## src/rtl/mem_access_stage.sv

```systemverilog
// MEM stage of the 5-stage MIPS pipeline. Runs load/store transactions over a
// req/ack data-memory handshake and owns the MEM/WB pipeline register.
module mem_access_stage #(
  parameter int DATA      = 32,
  parameter int REG_WIDTH = 5,
  parameter int ADDR_W    = 32,
  parameter int TIMEOUT   = 64
) (
  input  logic                 clock,
  input  logic                 reset_n,
  input  logic                 in_valid,
  input  logic [DATA-1:0]      ex_alu_result,
  input  logic [DATA-1:0]      ex_store_data,
  input  logic [REG_WIDTH-1:0] ex_dest_reg,
  input  logic                 ex_mem_read,
  input  logic                 ex_mem_write,
  input  logic                 ex_wb_mux,
  input  logic                 ex_reg_write,
  input  logic                 ex_halt,
  output logic                 mem_stall,
  output logic                 dmem_req,
  output logic                 dmem_we,
  output logic [ADDR_W-1:0]    dmem_addr,
  output logic [DATA-1:0]      dmem_wdata,
  input  logic                 dmem_ack,
  input  logic [DATA-1:0]      dmem_rdata,
  output logic                 wb_valid,
  output logic [DATA-1:0]      write_back_data,
  output logic [DATA-1:0]      memory_data_o,
  output logic [REG_WIDTH-1:0] memory_read,
  output logic                 wb_mux,
  output logic                 wb_reg_write,
  output logic                 halt_detected,
  output logic                 mem_error
);

  localparam int CNT_W = $clog2(TIMEOUT + 1);

  localparam logic [1:0] IDLE   = 2'd0;
  localparam logic [1:0] BUSY   = 2'd1;
  localparam logic [1:0] HALTED = 2'd2;

  logic [1:0]           state_q, state_d;
  logic [CNT_W-1:0]     cnt_q, cnt_d;

  logic [DATA-1:0]      h_alu_q, h_alu_d;
  logic [DATA-1:0]      h_wdata_q, h_wdata_d;
  logic [REG_WIDTH-1:0] h_dest_q, h_dest_d;
  logic                 h_we_q, h_we_d;
  logic                 h_mux_q, h_mux_d;
  logic                 h_rw_q, h_rw_d;

  logic                 wb_valid_q, wb_valid_d;
  logic [DATA-1:0]      wb_data_q, wb_data_d;
  logic [DATA-1:0]      mem_data_q, mem_data_d;
  logic [REG_WIDTH-1:0] dest_q, dest_d;
  logic                 wb_mux_q, wb_mux_d;
  logic                 rw_q, rw_d;
  logic                 halt_q, halt_d;
  logic                 err_q, err_d;

  logic                 is_mem, misaligned, busy, tmo;
  logic [ADDR_W-1:0]    h_addr;

  assign is_mem     = ex_mem_read | ex_mem_write;
  assign misaligned = (ex_alu_result[1:0] != 2'b00);
  assign busy       = (state_q == BUSY);
  // Last BUSY cycle before the counter reaches TIMEOUT and the load/store is abandoned.
  assign tmo        = busy && !dmem_ack && (cnt_q == CNT_W'(TIMEOUT - 1));

  always_comb begin
    state_d    = state_q;
    cnt_d      = cnt_q;
    h_alu_d    = h_alu_q;
    h_wdata_d  = h_wdata_q;
    h_dest_d   = h_dest_q;
    h_we_d     = h_we_q;
    h_mux_d    = h_mux_q;
    h_rw_d     = h_rw_q;
    wb_valid_d = 1'b0;
    wb_data_d  = wb_data_q;
    mem_data_d = mem_data_q;
    dest_d     = dest_q;
    wb_mux_d   = wb_mux_q;
    rw_d       = 1'b0;
    halt_d     = halt_q;
    err_d      = err_q;
    mem_stall  = 1'b0;
    case (state_q)
      IDLE: begin
        cnt_d = '0;
        if (in_valid) begin
          if (ex_halt || !is_mem || misaligned) begin
            wb_valid_d = 1'b1;
            wb_data_d  = ex_alu_result;
            mem_data_d = '0;
            dest_d     = ex_dest_reg;
            wb_mux_d   = ex_wb_mux;
            rw_d       = ex_reg_write;
            if (ex_halt) begin
              halt_d  = 1'b1;
              state_d = HALTED;
            end else if (is_mem) begin
              rw_d  = 1'b0;
              err_d = 1'b1;
            end
          end else begin
            // Load/store: latch operands, hold EX/MEM, and send a bubble down.
            mem_stall = 1'b1;
            h_alu_d   = ex_alu_result;
            h_wdata_d = ex_store_data;
            h_dest_d  = ex_dest_reg;
            h_we_d    = ex_mem_write;
            h_mux_d   = ex_wb_mux;
            h_rw_d    = ex_reg_write;
            state_d   = BUSY;
          end
        end
      end
      BUSY: begin
        // Release the stall on timeout too, otherwise the abandoned access is replayed.
        mem_stall = !dmem_ack && !tmo;
        if (dmem_ack || tmo) begin
          wb_valid_d = 1'b1;
          wb_data_d  = h_alu_q;
          dest_d     = h_dest_q;
          wb_mux_d   = h_mux_q;
          cnt_d      = '0;
          state_d    = IDLE;
          if (dmem_ack) begin
            mem_data_d = h_we_q ? '0 : dmem_rdata;
            rw_d       = h_rw_q;
          end else begin
            mem_data_d = '0;
            err_d      = 1'b1;
          end
        end else begin
          cnt_d = cnt_q + CNT_W'(1);
        end
      end
      HALTED: mem_stall = 1'b1;
      default: state_d = IDLE;
    endcase
  end

  always_ff @(posedge clock) begin
    if (!reset_n) begin
      state_q    <= IDLE;
      cnt_q      <= '0;
      wb_valid_q <= 1'b0;
      wb_data_q  <= '0;
      mem_data_q <= '0;
      dest_q     <= '0;
      wb_mux_q   <= 1'b0;
      rw_q       <= 1'b0;
      halt_q     <= 1'b0;
      err_q      <= 1'b0;
    end else begin
      state_q    <= state_d;
      cnt_q      <= cnt_d;
      wb_valid_q <= wb_valid_d;
      wb_data_q  <= wb_data_d;
      mem_data_q <= mem_data_d;
      dest_q     <= dest_d;
      wb_mux_q   <= wb_mux_d;
      rw_q       <= rw_d;
      halt_q     <= halt_d;
      err_q      <= err_d;
    end
  end

  // Holding registers are pure data; their contents only matter while BUSY.
  always_ff @(posedge clock) begin
    h_alu_q   <= h_alu_d;
    h_wdata_q <= h_wdata_d;
    h_dest_q  <= h_dest_d;
    h_we_q    <= h_we_d;
    h_mux_q   <= h_mux_d;
    h_rw_q    <= h_rw_d;
  end

  assign h_addr          = ADDR_W'(h_alu_q);
  assign dmem_req        = busy;
  assign dmem_we         = busy & h_we_q;
  assign dmem_addr       = busy ? {h_addr[ADDR_W-1:2], 2'b00} : '0;
  assign dmem_wdata      = busy ? h_wdata_q : '0;

  assign wb_valid        = wb_valid_q;
  assign write_back_data = wb_data_q;
  assign memory_data_o   = mem_data_q;
  assign memory_read     = dest_q;
  assign wb_mux          = wb_mux_q;
  assign wb_reg_write    = rw_q & wb_valid_q;
  assign halt_detected   = halt_q;
  assign mem_error       = err_q;

endmodule

```

## config.mk

```make
export PLATFORM = sky130hd
export DESIGN_NAME = mem_access_stage
export DESIGN_NICKNAME = d
export VERILOG_FILES = /design/src/rtl/mem_access_stage.sv
export SDC_FILE = /design/constraint.sdc
export NUM_CORES = 1
export LEC_CHECK = 0
export CAP_MARGIN = 40
export CORE_ASPECT_RATIO = 1.2
export CORE_UTILIZATION = 30
export DETAILED_ROUTE_END_ITERATION = 10
export HOLD_SLACK_MARGIN = 0.08
export PLACE_DENSITY = 0.62
export SYNTH_ARGS = -nofsm -noshare
export SYNTH_HDL_FRONTEND = slang
export SYNTH_SLANG_ARGS = --single-unit
```

## constraint.sdc

```tcl
create_clock -name clock -period 21.7 [get_ports clock]
set_input_delay 6.51 -clock clock [delete_from_list [all_inputs] [get_ports clock]]
set_output_delay 6.51 -clock clock [all_outputs]
set_load 0.005 [all_outputs]
```

Word-level counts from Yosys, hierarchy flattened
Index checks and enable logic that the tools add are counted.
{ "word_totals": {"ff_bits": 155, "inputBits": 110, "output_inout_bits": 141, "word_cells": 97} }
{ "classes": {"addsub": 1, "eq_ne": 10, "mux": 48, "bitwise_logic": 5, "n_reduce_logical": 17} }
{ "op_table": {"columns": ["op", "count"], "rows": [
  ["$mux W32", 10],
  ["$pmux W32 S2", 2],
  ["$mux W1", 20],
  ["$mux W5", 3],
  ["$pmux W7 S2", 1],
  ["$reduce_and A4 Y1", 3],
  ["$ne A2 B2 Y1 const B", 5],
  ["$pmux W5 S2", 1],
  ["$mux W2", 4],
  ["$pmux W1 S2", 4],
  ["$add A7 B1 Y7 const B", 1],
  ["$eq A7 B6 Y1 const B", 1],
  ["$mux W7", 1],
  ["$reduce_and A7 Y1", 1],
  ["$pmux W2 S3", 1],
  ["$reduce_bool A2 Y1", 2],
  ["$logic_and A1 B1 Y1", 3],
  ["$logic_not A1 Y1", 3],
  ["$logic_or A1 B1 Y1", 3],
  ["$ne A3 B3 Y1 const B", 1],
  ["$pmux W1 S3", 1],
  ["$reduce_and A3 Y1", 1],
  ["$and A1 B1 Y1", 2],
  ["$eq A2 B1 Y1 const B", 1],
  ["5 further kinds", 6]
]} }

Longest topological paths before layout
{ "logic_depth": {"word_depth": 7, "depth_mapped": 7, "depth_no_buf": 5} }

Worst setup path after synthesis
No wires, ideal clock.
{ "synth_timing": {"path_kind": "in2out", "from": "input port in_valid", "to": "output port mem_stall", "arrival_ps": 14836, "t_required_ps": 15190, "setup_slack_ps": 354, "path_stages": 4, "path_buffers": 0, "cell_sequence": "nor3b_1 > nor4b_1 > nor3_1 > a21oi_1"} }
{ "synth_via": {"elab_chain_cells": 2} }
{ "synth_lines": {"columns": ["element", "line_no", "text"], "rows": [
  ["from (decl)", "11", "input logic in_valid,"],
  ["$mux W1", "92", "if (in_valid) begin"],
  ["$pmux W1 S3", "89", "case (state_q)"],
  ["to (decl)", "20", "output logic mem_stall,"]
]} }
Every way passes these cells.

Worst setup path in the final report
Ends and elaborated chain as after synthesis.

==> metrics.txt <==
# TYPE chip_impl_metric gauge
chip_impl_info{name="top_routing_layer_in_use",value="met4"} 1
chip_impl_metric{name="synthDistinctLibCells",unit=""} 42
chip_impl_info{name="synth_top_area_cells",value="sky130_fd_sc_hd__edfxtp_1 (36%), sky130_fd_sc_hd__dfxtp_1 (27%), sky130_fd_sc_hd__and2_1 (6.7%)"} 1
chip_impl_metric{name="critPathRequiredTime",unit="ns"} 15.19
chip_impl_metric{name="seq_area_frac_synth",unit="%"} 63.2
chip_impl_metric{name="design.die.area",unit="mm^2"} 0.0207
chip_impl_info{name="hold_class",value="flop to flop"} 1
chip_impl_info{name="path_class",value="input pin to output pin"} 1
chip_impl_metric{name="worst_ep_arrival_time",unit="ns"} 9.03
chip_impl_info{name="critical_path.top_delay_family",value="buffers and inverters"} 1
chip_impl_info{name="rsz0062_at_grt",value="no"} 1
chip_impl_metric{name="met2_wirelength",unit="um"} 8680
chip_impl_metric{name="fmaxAchievable",unit="MHz"} 64.4
chip_impl_info{name="critPathLaunchType",value="input pin"} 1
chip_impl_info{name="cell_repeated_most_along_the_worst_path",value="sky130_fd_sc_hd__clkdlybuf4s50_1"} 1
chip_impl_info{name="dominantRegCellSynth",value="sky130_fd_sc_hd__dfxtp_1"} 1
chip_impl_metric{name="comb_power_share",unit="%"} 10.1
chip_impl_metric{name="count_of_flip_flops_with_a_built_in_enable_after_synthesis",unit=""} 72
chip_impl_metric{name="wire_length_on_met3",unit="um"} 1100
chip_impl_metric{name="dp_hpwl",unit="um"} 11500
chip_impl_metric{name="core.rowCount",unit=""} 56
chip_impl_metric{name="share_of_layout_cells_above_drive_strength_1",unit="%"} 6.71
chip_impl_metric{name="share_clk_of_total_power",unit="%"} 43.3
chip_impl_info{name="worstPathCellList",value="clkdlybuf4s50_1 > nor3b_1 > nor4b_2 > buf_4 > buf_16 > nor3_1 > a21oi_1 > clkdlybuf4s50_1"} 1
chip_impl_metric{name="clkSinkCount",unit=""} 155
chip_impl_metric{name="total_leakage_power",unit="nW"} 3.68
chip_impl_metric{name="tritoncts.num_buffers",unit=""} 17
chip_impl_metric{name="grt_max_degree",unit=""} 60
chip_impl_metric{name="gr-usage-all-layers",unit="%"} 16.4
chip_impl_metric{name="tightest_slew",unit="ns"} 0.892
chip_impl_metric{name="finalCritPeriodShare",unit="%"} 71.6
chip_impl_metric{name="cts_setup_buffers",unit=""} 0
chip_impl_metric{name="timing.reg2reg.setup_slack",unit="ns"} 18.82
chip_impl_metric{name="floorplan.initialDensity",unit="%"} 30.7
chip_impl_metric{name="met1_length",unit="um"} 7000
chip_impl_metric{name="drt_first_pass_iters",unit=""} 4
chip_impl_metric{name="maxCapViolations",unit=""} 0
chip_impl_metric{name="fin_crit",unit="ns"} 15.54
chip_impl_metric{name="drtAntennaViolNets",unit=""} 0
chip_impl_metric{name="utilization",unit="%"} 47.8
chip_impl_metric{name="fin_tns_setup",unit="ns"} 0
chip_impl_metric{name="die_y",unit="um"} 158
chip_impl_metric{name="synth_cells",unit=""} 498
chip_impl_metric{name="placed_cells_incl_taps",unit=""} 974
chip_impl_metric{name="power.density_cell_area",unit="mW/mm^2"} 73.0
chip_impl_info{name="yosys.cell_count.top_type",value="sky130_fd_sc_hd__dfxtp_1"} 1
chip_impl_info{name="hold_path_startpoint",value="cnt_q[6]$_SDFFE_PN0P_"} 1
chip_impl_metric{name="hold_violations",unit=""} 0
chip_impl_metric{name="timing.hold.worst_path_depth",unit=""} 2
chip_impl_info{name="crit-reg2reg-capture",value="write_back_data[19]$_SDFFE_PN0P_"} 1
chip_impl_metric{name="finalWirelength",unit="um"} 16900
chip_impl_metric{name="area_growth",unit="%"} 55.7
chip_impl_metric{name="postSynthAreaPerCell",unit="um^2"} 12.2
chip_impl_metric{name="design.portCount",unit=""} 251
chip_impl_metric{name="grt_remaining_overflow",unit=""} 0
chip_impl_info{name="yosys-top-cells-count",value="sky130_fd_sc_hd__dfxtp_1 (83), sky130_fd_sc_hd__edfxtp_1 (72), sky130_fd_sc_hd__and2_1 (65)"} 1
chip_impl_info{name="cts.root.buffer_cell",value="sky130_fd_sc_hd__clkbuf_16"} 1
chip_impl_metric{name="worst_r2r_path_depth",unit=""} 6
chip_impl_metric{name="worst_setup_hold_path_clk_slew",unit="ns"} 0.07
chip_impl_metric{name="synth.cell_area",unit="mm^2"} 0.00605
chip_impl_metric{name="peakVddDrop",unit="mV"} 0.0481
chip_impl_info{name="setup.worst_path.start",value="in_valid"} 1
chip_impl_metric{name="fp.coreArea",unit="mm^2"} 0.0197
chip_impl_metric{name="postSynth.asyncResetShare",unit="%"} 0
chip_impl_metric{name="routed_via_density",unit=""} 4.80
chip_impl_metric{name="antenna_cells_inserted",unit=""} 0
chip_impl_metric{name="grt_antenna_before_repair",unit=""} 0
chip_impl_metric{name="numPortBuffers",unit=""} 248
chip_impl_metric{name="detailedRoute.firstIterationViolations",unit=""} 216
chip_impl_metric{name="remaining_drc_errors",unit=""} 0
chip_impl_metric{name="hold_buffers",unit=""} 0
chip_impl_info{name="synth_largest_area_cell",value="sky130_fd_sc_hd__edfxtp_1"} 1
chip_impl_info{name="end_kind",value="output pin"} 1
chip_impl_metric{name="htree_num_levels",unit=""} 4
chip_impl_metric{name="cp_num_cells",unit=""} 8
chip_impl_info{name="cts_tree",value="built"} 1
chip_impl_metric{name="post-synth-top-area-fraction",unit="%"} 35.7
chip_impl_info{name="cell_with_the_largest_stage_delay_on_the_worst_path",value="sky130_fd_sc_hd__clkdlybuf4s50_1"} 1
chip_impl_metric{name="num_vias",unit=""} 4828
chip_impl_metric{name="report.final.setup_viol",unit=""} 0
chip_impl_metric{name="postCtsResizedCells",unit=""} 0
chip_impl_metric{name="layout.cells.non_filler",unit=""} 1006
chip_impl_metric{name="slew-limit-headroom",unit="%"} 40.5
chip_impl_metric{name="worst_skew_pair.late_latency",unit="ns"} 0.42
chip_impl_metric{name="cp.buffers_inverters",unit=""} 4
chip_impl_metric{name="seq_power_share",unit="%"} 46.6
chip_impl_metric{name="first_pass_grt_wire_length",unit="um"} 26400
chip_impl_metric{name="slew_viol_final",unit=""} 0
chip_impl_metric{name="crit_path_max_fanout",unit=""} 53
chip_impl_metric{name="die_x",unit="um"} 132
chip_impl_metric{name="avgRoutedWirePerCell",unit="um"} 16.8
chip_impl_metric{name="switchingPower",unit="W"} 0.000159
chip_impl_metric{name="timing.critical_path.slowest_cell_delay",unit="ns"} 0.53
chip_impl_metric{name="via_count_of_the_first_global_routing_pass",unit=""} 4950
chip_impl_metric{name="finalWeightedCongestion",unit=""} 0.782
chip_impl_info{name="worst_r2r_startpoint",value="state_q[0]$_SDFFE_PN0P_"} 1
chip_impl_metric{name="synth-seq-cells",unit=""} 155
chip_impl_metric{name="final.setup_skew",unit="ns"} 0.00898
chip_impl_metric{name="total_internal_power",unit="W"} 0.000528
chip_impl_metric{name="net_switching_fraction_of_the_power",unit="%"} 23.2
chip_impl_metric{name="yosysWarnings",unit=""} 0
chip_impl_metric{name="clock_tree_buffer_depth",unit=""} 2
chip_impl_metric{name="finalNetCount",unit=""} 843
chip_impl_info{name="result_of_the_run",value="completed"} 1
chip_impl_info{name="min_delay_worst_endpoint",value="cnt_q[6]$_SDFFE_PN0P_"} 1
[worst reg2reg max path, stage by stage (launching register included)]
cell	delay (ns)
sky130_fd_sc_hd__dfxtp_2	0.31
sky130_fd_sc_hd__buf_4	0.49
sky130_fd_sc_hd__or3_1	0.21
sky130_fd_sc_hd__o221a_2	0.55
sky130_fd_sc_hd__buf_16	0.25
sky130_fd_sc_hd__and2_2	0.77
sky130_fd_sc_hd__o211a_1	0.23
[worst max path at each step]
stage	to	slack, ns
2_1_floorplan	mem_stall	0.35
3_3_place_gp	mem_stall	6.00
4_1_cts	mem_stall	6.13
3_5_place_dp	mem_stall	6.14
5_1_grt	mem_stall	5.96
6_report	mem_stall	6.16
[metrics by stage]
stage / setup WS [ns] / area [um^2] / total power [W] / hold slack (ns)
floorplan: 0.354 / 6050 / 0.000351 / 0.407
global placement: 6.00 / 8720 / 0.000393 / 0.417
detailed placement: 6.14 / 8820 / 0.000396 / 0.430
CTS: 6.13 / 9420 / 0.000697 / 0.442
global route: 5.96 / 9420 / 0.000713 / 0.467
finish: 6.16 / 9420 / 0.000687 / 0.441
[metal layers]
layer / up-vias / GRT usage (%)
li1: 2274 / -
met1: 2345 / 19.0
met2: 197 / 29.5
met3: 12 / 4.96
met4: 0 / 4.10
met5: - / 0
[cell type report]
| class | instances | area, um^2 |
|---|---|---|
| sequential | 155 | 3820 |
| multi-input combinational | 299 | 2050 |
| tap | 261 | 327 |
| clock buffer | 20 | 500 |
| inverter | 2 | 7.51 |
| fill | 1766 | 10300 |
| clock inverter | 12 | 97.6 |
| timing repair buffer | 257 | 2610 |
[registers in the layout, indices dropped and copies added (netlist names), 2 cells and up]
signal,flops
cnt_q,7
h_addr,32
h_dest_q,5
h_wdata_q,32
memory_data_o,32
memory_read,5
state_q,2
write_back_data,32
[cells by family after synthesis]
logic type / count (synthesis) / share of synthesized area, %
AO/OA/AOI/OAI: 118 / 15.3
multiplexers: 9 / 1.49
flip-flops: 155 / 63.2
other: 1 / 0.0620
XOR/XNOR: 2 / 0.290
adder cells (fa/ha/maj): 1 / 0.207
AND/OR/NAND/NOR: 167 / 16.1
buffers and inverters: 45 / 3.33
[power groups by stage]
stage                     logic (W)  registers [W]  clock network, W
after floorplan           0.0000244       0.000327                 0
after global placement    0.0000669       0.000326                 0
after detailed placement  0.0000696       0.000327                 0
after CTS                 0.0000700       0.000320          0.000306
after global routing      0.0000745       0.000321          0.000317
final                     0.0000691       0.000320          0.000298
[cell usage in the layout, fill, tap and decap left out, drive strengths merged, types with 2 or more instances in the layout]
master	count
nor2	10
buf	10
nand2	4
o21ai	3
a22o	32
edfxtp	72
nor3b	2
a31oi	2
o21bai	2
a21oi	36
clkinv	4
nand2b	2
clkdlybuf4s50	247
conb	2
and2	65
nor3	2
nor2b	30
dfxtp	83
mux2i	9
inv	9
nand3	43
o211a	38
clkbuf	20
No activity file was read; power rests on OpenSTA's default activity.
